==> src/rtl/hv_mem_reader.sv <==
// Read initiator for the single-port hypervector RAM: streams `length` words from
// `base_addr` onto a valid/ready output through a small credit-checked FIFO.
module hv_mem_reader #(
  parameter int DATA_WIDTH = 32,
  parameter int ADDR_WIDTH = 8,
  parameter int BUF_DEPTH  = 4
) (
  input  logic                  clk,
  input  logic                  rst,
  input  logic                  start,
  input  logic [ADDR_WIDTH-1:0] base_addr,
  input  logic [ADDR_WIDTH:0]   length,
  output logic                  busy,
  output logic                  done,
  output logic [ADDR_WIDTH-1:0] mem_address,
  output logic                  mem_cs,
  output logic                  mem_we,
  output logic                  mem_oe,
  input  logic [DATA_WIDTH-1:0] mem_data_in,
  output logic [DATA_WIDTH-1:0] out_data,
  output logic                  out_valid,
  input  logic                  out_ready,
  output logic                  out_last
);
  localparam int PW = $clog2(BUF_DEPTH);
  localparam int OW = PW + 1;
  localparam int LW = ADDR_WIDTH + 1;
  localparam logic [OW:0] DEPTH_C = (OW+1)'(BUF_DEPTH);

  typedef enum logic [1:0] {
    ST_IDLE  = 2'd0,
    ST_READ  = 2'd1,
    ST_DRAIN = 2'd2,
    ST_DONE  = 2'd3
  } state_e;

  state_e                  state_q, state_d;
  logic [ADDR_WIDTH-1:0]   base_q, base_d;
  logic [LW-1:0]           len_q, len_d;
  logic [LW-1:0]           issued_q, issued_d;
  logic [LW-1:0]           capt_q, capt_d;
  logic                    pend_q, pend_d;
  logic                    last_sent_q, last_sent_d;
  logic [OW-1:0]           occ_q, occ_d;
  logic [PW-1:0]           wr_ptr_q, wr_ptr_d;
  logic [PW-1:0]           rd_ptr_q, rd_ptr_d;
  logic [DATA_WIDTH-1:0]   data_mem_q [BUF_DEPTH];
  logic [DATA_WIDTH-1:0]   data_mem_d [BUF_DEPTH];
  logic                    last_mem_q [BUF_DEPTH];
  logic                    last_mem_d [BUF_DEPTH];

  logic [OW:0]             credit_s;
  logic                    issue_s;
  logic                    pop_s;
  logic                    head_last_s;
  logic                    last_done_s;

  // Next-state logic: read issue, FIFO push/pop and command sequencing.
  always_comb begin
    state_d     = state_q;
    base_d      = base_q;
    len_d       = len_q;
    issued_d    = issued_q;
    capt_d      = capt_q;
    wr_ptr_d    = wr_ptr_q;
    rd_ptr_d    = rd_ptr_q;
    data_mem_d  = data_mem_q;
    last_mem_d  = last_mem_q;

    // A pop in this cycle deliberately does not free a credit until next cycle.
    credit_s    = {1'b0, occ_q} + (OW+1)'(pend_q);
    issue_s     = (state_q == ST_READ) && (issued_q < len_q) && (credit_s < DEPTH_C);
    pop_s       = (occ_q != {OW{1'b0}}) && out_ready;
    head_last_s = last_mem_q[rd_ptr_q];
    last_done_s = last_sent_q | (pop_s & head_last_s);
    last_sent_d = last_done_s;
    pend_d      = issue_s;
    occ_d       = occ_q + OW'(pend_q) - OW'(pop_s);

    if (pend_q) begin
      data_mem_d[wr_ptr_q] = mem_data_in;
      last_mem_d[wr_ptr_q] = (capt_q == (len_q - LW'(1)));
      wr_ptr_d             = wr_ptr_q + PW'(1);
      capt_d               = capt_q + LW'(1);
    end else begin
      capt_d               = capt_q;
    end

    if (pop_s) begin
      rd_ptr_d = rd_ptr_q + PW'(1);
    end else begin
      rd_ptr_d = rd_ptr_q;
    end

    case (state_q)
      ST_IDLE: begin
        if (start) begin
          if (length != {LW{1'b0}}) begin
            state_d     = ST_READ;
            base_d      = base_addr;
            len_d       = length;
            issued_d    = {LW{1'b0}};
            capt_d      = {LW{1'b0}};
            last_sent_d = 1'b0;
          end else begin
            state_d     = ST_DONE;
          end
        end else begin
          state_d = ST_IDLE;
        end
      end
      ST_READ: begin
        if (issue_s) begin
          issued_d = issued_q + LW'(1);
          if ((issued_q + LW'(1)) == len_q) begin
            state_d = ST_DRAIN;
          end else begin
            state_d = ST_READ;
          end
        end else begin
          state_d = ST_READ;
        end
      end
      ST_DRAIN: begin
        if (!pend_q && (occ_d == {OW{1'b0}}) && last_done_s) begin
          state_d = ST_DONE;
        end else begin
          state_d = ST_DRAIN;
        end
      end
      ST_DONE: begin
        state_d = ST_IDLE;
      end
      default: begin
        state_d = ST_IDLE;
      end
    endcase
  end

  // State and datapath registers with asynchronous clear.
  always_ff @(posedge clk or posedge rst) begin
    if (rst) begin
      state_q     <= ST_IDLE;
      base_q      <= {ADDR_WIDTH{1'b0}};
      len_q       <= {LW{1'b0}};
      issued_q    <= {LW{1'b0}};
      capt_q      <= {LW{1'b0}};
      pend_q      <= 1'b0;
      last_sent_q <= 1'b0;
      occ_q       <= {OW{1'b0}};
      wr_ptr_q    <= {PW{1'b0}};
      rd_ptr_q    <= {PW{1'b0}};
      data_mem_q  <= '{default: {DATA_WIDTH{1'b0}}};
      last_mem_q  <= '{default: 1'b0};
    end else begin
      state_q     <= state_d;
      base_q      <= base_d;
      len_q       <= len_d;
      issued_q    <= issued_d;
      capt_q      <= capt_d;
      pend_q      <= pend_d;
      last_sent_q <= last_sent_d;
      occ_q       <= occ_d;
      wr_ptr_q    <= wr_ptr_d;
      rd_ptr_q    <= rd_ptr_d;
      data_mem_q  <= data_mem_d;
      last_mem_q  <= last_mem_d;
    end
  end

  // Outputs depend only on flops, so they all read 0 while reset is held.
  assign busy        = (state_q != ST_IDLE);
  assign done        = (state_q == ST_DONE);
  assign mem_cs      = issue_s;
  assign mem_oe      = issue_s;
  assign mem_we      = 1'b0;
  assign mem_address = issue_s ? (base_q + issued_q[ADDR_WIDTH-1:0]) : {ADDR_WIDTH{1'b0}};
  assign out_valid   = (occ_q != {OW{1'b0}});
  assign out_data    = out_valid ? data_mem_q[rd_ptr_q] : {DATA_WIDTH{1'b0}};
  assign out_last    = out_valid & head_last_s;

endmodule

==> config.mk <==
export PLATFORM = sky130hd
export DESIGN_NAME = hv_mem_reader
export DESIGN_NICKNAME = d
export VERILOG_FILES = /design/src/rtl/hv_mem_reader.sv
export SDC_FILE = /design/constraint.sdc
export NUM_CORES = 1
export LEC_CHECK = 0
export CAP_MARGIN = 20
export CORE_MARGIN = 8
export CORE_UTILIZATION = 45
export DETAILED_ROUTE_END_ITERATION = 6
export PLACE_DENSITY = 0.66
export SLEW_MARGIN = 10
export SYNTH_ARGS = -nofsm -noshare
export SYNTH_HDL_FRONTEND = slang
export SYNTH_SLANG_ARGS = --single-unit
==> constraint.sdc <==
create_clock -name clk -period 6.8 [get_ports clk]
set_clock_uncertainty 0.2 [all_clocks]
set_input_delay 1.02 -clock clk [delete_from_list [all_inputs] [get_ports clk]]
set_output_delay 1.02 -clock clk [all_outputs]
set_load 0.005 [all_outputs]
After elaboration in Yosys (flattened, before gate mapping):

Index checks and enable logic that the tools add are counted.

* add/subtract/negate cells: 9
* magnitude comparators: 5
* equal/unequal tests: 8
* mux-type cells: 31
* bitwise logic cells: 5
* reductions and logical operators: 15

Operators with widths (count)
* 128-bit bitwise mux: 1
* 32-bit 2-to-1 mux: 4
* 32-bit binary-select mux with 2-bit select: 1
* 32-bit demux with 2-bit select: 1
* 9-bit 2-to-1 mux: 7
* 9-bit by 1-bit adder with 9-bit output, second input constant: 2
* 9-bit equality test: 2
* 9-bit case mux with 2 select lines: 1
* 9-bit less-than comparator: 1
* 9-bit nonzero test: 1
* 9-bit by 1-bit subtractor with 9-bit output, second input constant: 1
* 8-bit adder: 1
* 2-bit 2-to-1 mux: 4
* 8-bit 2-to-1 mux: 1
* 2-bit case mux with 4 select lines: 1
* 1-bit 2-to-1 mux: 7
* 3-bit greater-or-equal comparator, second input constant: 2
* 1-bit logical AND: 6
* 2-bit inequality test, second input constant: 3
* 2-bit NOT with 3-bit output: 2
* 2-bit by 1-bit adder with 2-bit output, second input constant: 2
* 3-bit by 1-bit adder with 4-bit output: 1
* 4-bit bitwise mux: 1
* 2-bit equality test, second input constant: 2
* other kinds (16): 18

* register bits after elaboration: 178
* input port bits: 53
* output and inout port bits: 47
* logic and storage cells: 91

Longest topological paths before layout:

* word-level depth: 9
* depth in mapped cells: 14
* depth with buffers taken out: 12

Worst setup path after synthesis:

Ideal clock, no wire load.

* kind: register -> output
* from: register len_q[4]
* to: output port mem_address[7]
* arrival: 2.141 ns
* slack: 3.439 ns
* stages on the path, launching flop included: 10
* buffers on the path: 2
* cell sequence: dfrtp_1 clkbuf_1 inv_1 ha_1 a211oi_1 nand2b_1 o211ai_1 nand2_1 clkbuf_1 nor3b_1

* cells in the longest elaborated chain, start to end: 4

RTL lines
* start: declaration: RTL line 39 `logic [LW-1:0] len_q, len_d;`
* start signal: assignment: RTL line 145 `len_q <= {LW{1'b0}};`
* start signal: assignment: RTL line 158 `len_q <= len_d;`
* 9-bit less-than comparator: RTL line 72 `issue_s = (state_q == ST_READ) && (issued_q < len_q) && (credit_s < DEPTH_C);`
* 1-bit logical AND (2 in a row): RTL line 72
* 8-bit 2-to-1 mux: RTL line 177 `assign mem_address = issue_s ? (base_q + issued_q[ADDR_WIDTH-1:0]) : {ADDR_WIDTH{1'b0}};`
* end: declaration: RTL line 15 `output logic [ADDR_WIDTH-1:0] mem_address,`

Every way passes these cells.

Worst setup path after layout:

* from: register issued_q[6]
* to: output port mem_address[7]

* cells in the longest elaborated chain, start to end: 4
* elaborated cells between the ends (all ways): 5
* those cells by class: add/sub (1); order compare (1); mux (1); reduce/logical (2)

RTL lines
* start: declaration: RTL line 40 `logic [LW-1:0] issued_q, issued_d;`
* start signal: assignment: RTL line 146 `issued_q <= {LW{1'b0}};`
* start signal: assignment: RTL line 159 `issued_q <= issued_d;`
* 9-bit less-than comparator: RTL line 72
* 1-bit logical AND (2 in a row): RTL line 72
* 8-bit 2-to-1 mux (*): RTL line 177

Every way passes the cells marked *; elsewhere a longest branch is shown, timed or not.

==> flow_summary.yaml <==
placed_design:
  dpl.cell_count: 1047
  buffer_ports.inserted: 98
  detailedPlacementHpwl_um: 14100
  postPlaceCellArea_um2: 10300
  finalWeightedCongestion: 0.861
route:
  avgViaCountPerCell: 5.47
  vias: 5895
  drcViolationCount: 0
  postRouteAntennaNets: 0
  initialDrtViolationCount: 319
  routed_wire_length_per_instance_um: 18.9
  firstDrtPassIters: 4
  detailed_route_wire_length_um: 20400
clock_network:
  path_clk_slew_ns: 0.06
  cts.path.max_buffers: 2
  cts_hold_buf: 0
  post_cts_resized: 0
  cts-buffers-inserted: 17
  htree_num_levels: 4
  post_cts_buffers: 0
  cts.sinks: 178
  tritoncts: "yes"
  clkLatencyLatePin_ns: 0.43
  clockRootBuffer: "clkbuf_16"
hold_path:
  hp_start: "data_mem_q[7]"
  hold_critical_path_endpoint: "data_mem_q[7]"
  whs_path_depth: 1
  min_path_type: "reg -> reg"
power_and_ir_drop:
  power_per_cell_area_nw_per_um2: 279
  power.ir.vdd_worst_mv: 0.168
  clock_power_share: 0.331
  switching_share: 0.260
  combinationalPowerShare: 0.272
  switching_power_uw: 793
  seqPwrFrac: 0.397
  intPower_mw: 2.25
  power.leakage_nw: 4.51
setup_path:
  crit_type: "reg -> out"
  critical_path.reg2reg.endpoint: "state_q[0]"
  crit_path_top_delay_cell: "clkdlybuf4s50_1"
  critical_path.max_fanout: 12
  r2r_setup_slack_ns: 3.46
  crit-reg2reg-launch: "occ_q[1]"
  crit_path_max_incr_delay_ns: 0.55
  crit_chain: "ha_1, a211oi_1, nand2b_1, o211ai_1, nand2_1, nor3b_1, clkdlybuf4s50_1"
  worst_r2r_path_depth: 12
  timing.critical_path.arrival_ns: 3.51
  setup.worst_path.end_class: "output pin"
  critPathRequiredTime_ns: 5.58
  cp-start-kind: "register"
timing:
  slew-limit-headroom: 0.306
  report.final.slew_viol_count: 0
  max_freq_ghz: 0.211
  timing.hold.ws_ns: 0.282
  grt_setup_unrepaired: "false"
  hold_viol: 0
  finalSetupViolCount: 0
  finalCritPeriodShare: 0.696
  fin_crit_ns: 4.73
  tns_ns: 0
  slew_of_the_pin_with_the_lowest_slew_margin_ns: 1.04
floorplanning:
  core_region_area_um2: 20000
  die_width_um: 158
  io-pin-count: 100
  die_y_um: 158
  fp-row-count: 52
  die-area_um2: 25000
  effective_utilization_at_floorplan: 0.454
synthesis:
  synth-edff-count: 0
  ys.warnings.count: 0
  synth_top_flop_cell: "dfrtp_1"
  syn-mean-instance-area_um2: 12.6
  post_synth_instance_area_um2: 9100
  synth-async-reset-ratio: 1.00
  synth_cell_type_count: 59
  synthesis.instances: 720
  synth.ff_latch_count: 178
  syn_nets: 801
  yosysSeqAreaShare: 0.490
cells_and_area:
  final-instance-count-excl-fill: 1078
  n_fill_cell: 1740
  syn2layout_area_growth_pct: 19.9
  diodes: 0
  drive_gt1_frac: 0.101
  finalNetCount: 878
  postLayoutCellArea_um2: 10900
grt:
  grt_first_pass_wirelength_um: 33600
  grt_max_degree: 113
  grt_pass1_vias: 6395
  grt_remaining_overflow: 0
  grt_usage: 0.173
  grt_antenna_before_repair: 0
outcome:
  status: "finished clean"
job:
  max_capacitance_violation_count: 0
-- Yosys cell counts (10+ instances only) --
cell type  instances  area, um^2
ha_1              26         325
and2_1            35         219
xor2_1            15         131
a21oi_1           10        50.1
nand2_1           34         128
mux4_2            33         743
nand3_1           14        70.1
dfrtp_1          178        4450
inv_1             25        93.8
xnor2_1           22         193
nor2_1            29         109
clkbuf_1          34         128
o21ai_1           13        65.1
mux2_1           136        1530
-- cell usage in the layout, fill, tap and decap left out, types with 7 or more instances in the layout --
cell and instances:
inv_1 24, xor2_1 15, nand2_1 30, clkbuf_16 17, dfrtp_1 176, and2_1 35, xnor2_1 22, nand3_1 14
nand4_1 7, o21ai_1 13, a21oi_1 10, clkdlybuf4s50_1 98, nor3_1 7, nor2_1 29, mux4_2 33, ha_1 26
mux2_1 136
-- worst max-delay path: cells and delay by family (launching register included) --
family                   cells  cell delay, ns
AND/OR/NAND/NOR              3            0.87
AO/OA/AOI/OAI                2            0.83
buffers and inverters        1            0.55
flip-flops                   1            0.52
adder cells (fa/ha/maj)      1            0.31
-- cells by family (layout without fill, tap and decap cells) --
family / Yosys count / in the layout / share of synthesized area
AO/OA/AOI/OAI: 69 / 69 / 0.0521
adder cells (fa/ha/maj): 28 / 28 / 0.0402
multiplexers: 172 / 172 / 0.253
AND/OR/NAND/NOR: 164 / 164 / 0.0965
other: 1 / 1 / 0.000412
flip-flops: 178 / 178 / 0.490
XOR/XNOR: 37 / 37 / 0.0356
buffers and inverters: 71 / 159 / 0.0322
-- layer usage --
| metal | part of all wire | track usage | vias up |
|---|---|---|---|
| li1 | - | - | 2736 |
| met1 | 0.44 | 0.213 | 3037 |
| met2 | 0.50 | 0.304 | 97 |
| met3 | 0.040 | 0.0336 | 25 |
| met4 | 0.015 | 0.0512 | 0 |
| met5 | 0 | 0 | - |
-- flip-flops by register name (all words and copies together) (netlist names), 2 cells and up --
name,count
last_mem_q,4
base_q,8
data_mem_q,128
issued_q,9
capt_q,9
wr_ptr_q,2
rd_ptr_q,2
state_q,2
occ_q,3
len_q,9
-- layout make-up --
class | instances | area (um^2) | area share
sequential | 178 | 4460 | 0.409
multi-input combinational | 471 | 4360 | 0.400
timing repair buffer | 103 | 1040 | 0.0952
clock buffer | 20 | 457 | 0.0419
tap | 270 | 338 | 0.0310
clock inverter | 10 | 151 | 0.0139
inverter | 26 | 103 | 0.00941
-- how the worst max path moves through the flow --
stage / startpoint / end / slack [ns] / cells after the start
CTS: issued_q[6] / mem_address[7] / 2.02 / 7
finish: issued_q[6] / mem_address[7] / 2.07 / 7
detailed placement: issued_q[6] / mem_address[7] / 2.50 / 7
global route: issued_q[6] / mem_address[7] / 1.76 / 7
global placement: issued_q[6] / mem_address[7] / 2.61 / 7
floorplan: rst / base_q[0] / 0.75 / 1
-- metrics by stage --
step           total power, mW  setup WS [ns]   util
2_1_floorplan             1.65          0.750      -
3_3_place_gp              2.06           2.61  0.512
3_5_place_dp              2.08           2.50  0.512
4_1_cts                   3.10           2.02  0.543
5_1_grt                   3.21           1.76  0.544
6_report                  3.05           2.07  0.544
-- power groups by stage --
stage / combinational, mW / clock (mW) / sequential [mW]
after global routing: 0.905 / 1.08 / 1.22
after detailed placement: 0.850 / 0 / 1.23
after global placement: 0.835 / 0 / 1.23
after CTS: 0.853 / 1.04 / 1.21
after floorplan: 0.496 / 0 / 1.16
final: 0.828 / 1.01 / 1.21
No activity file was read; power rests on OpenSTA's default activity.
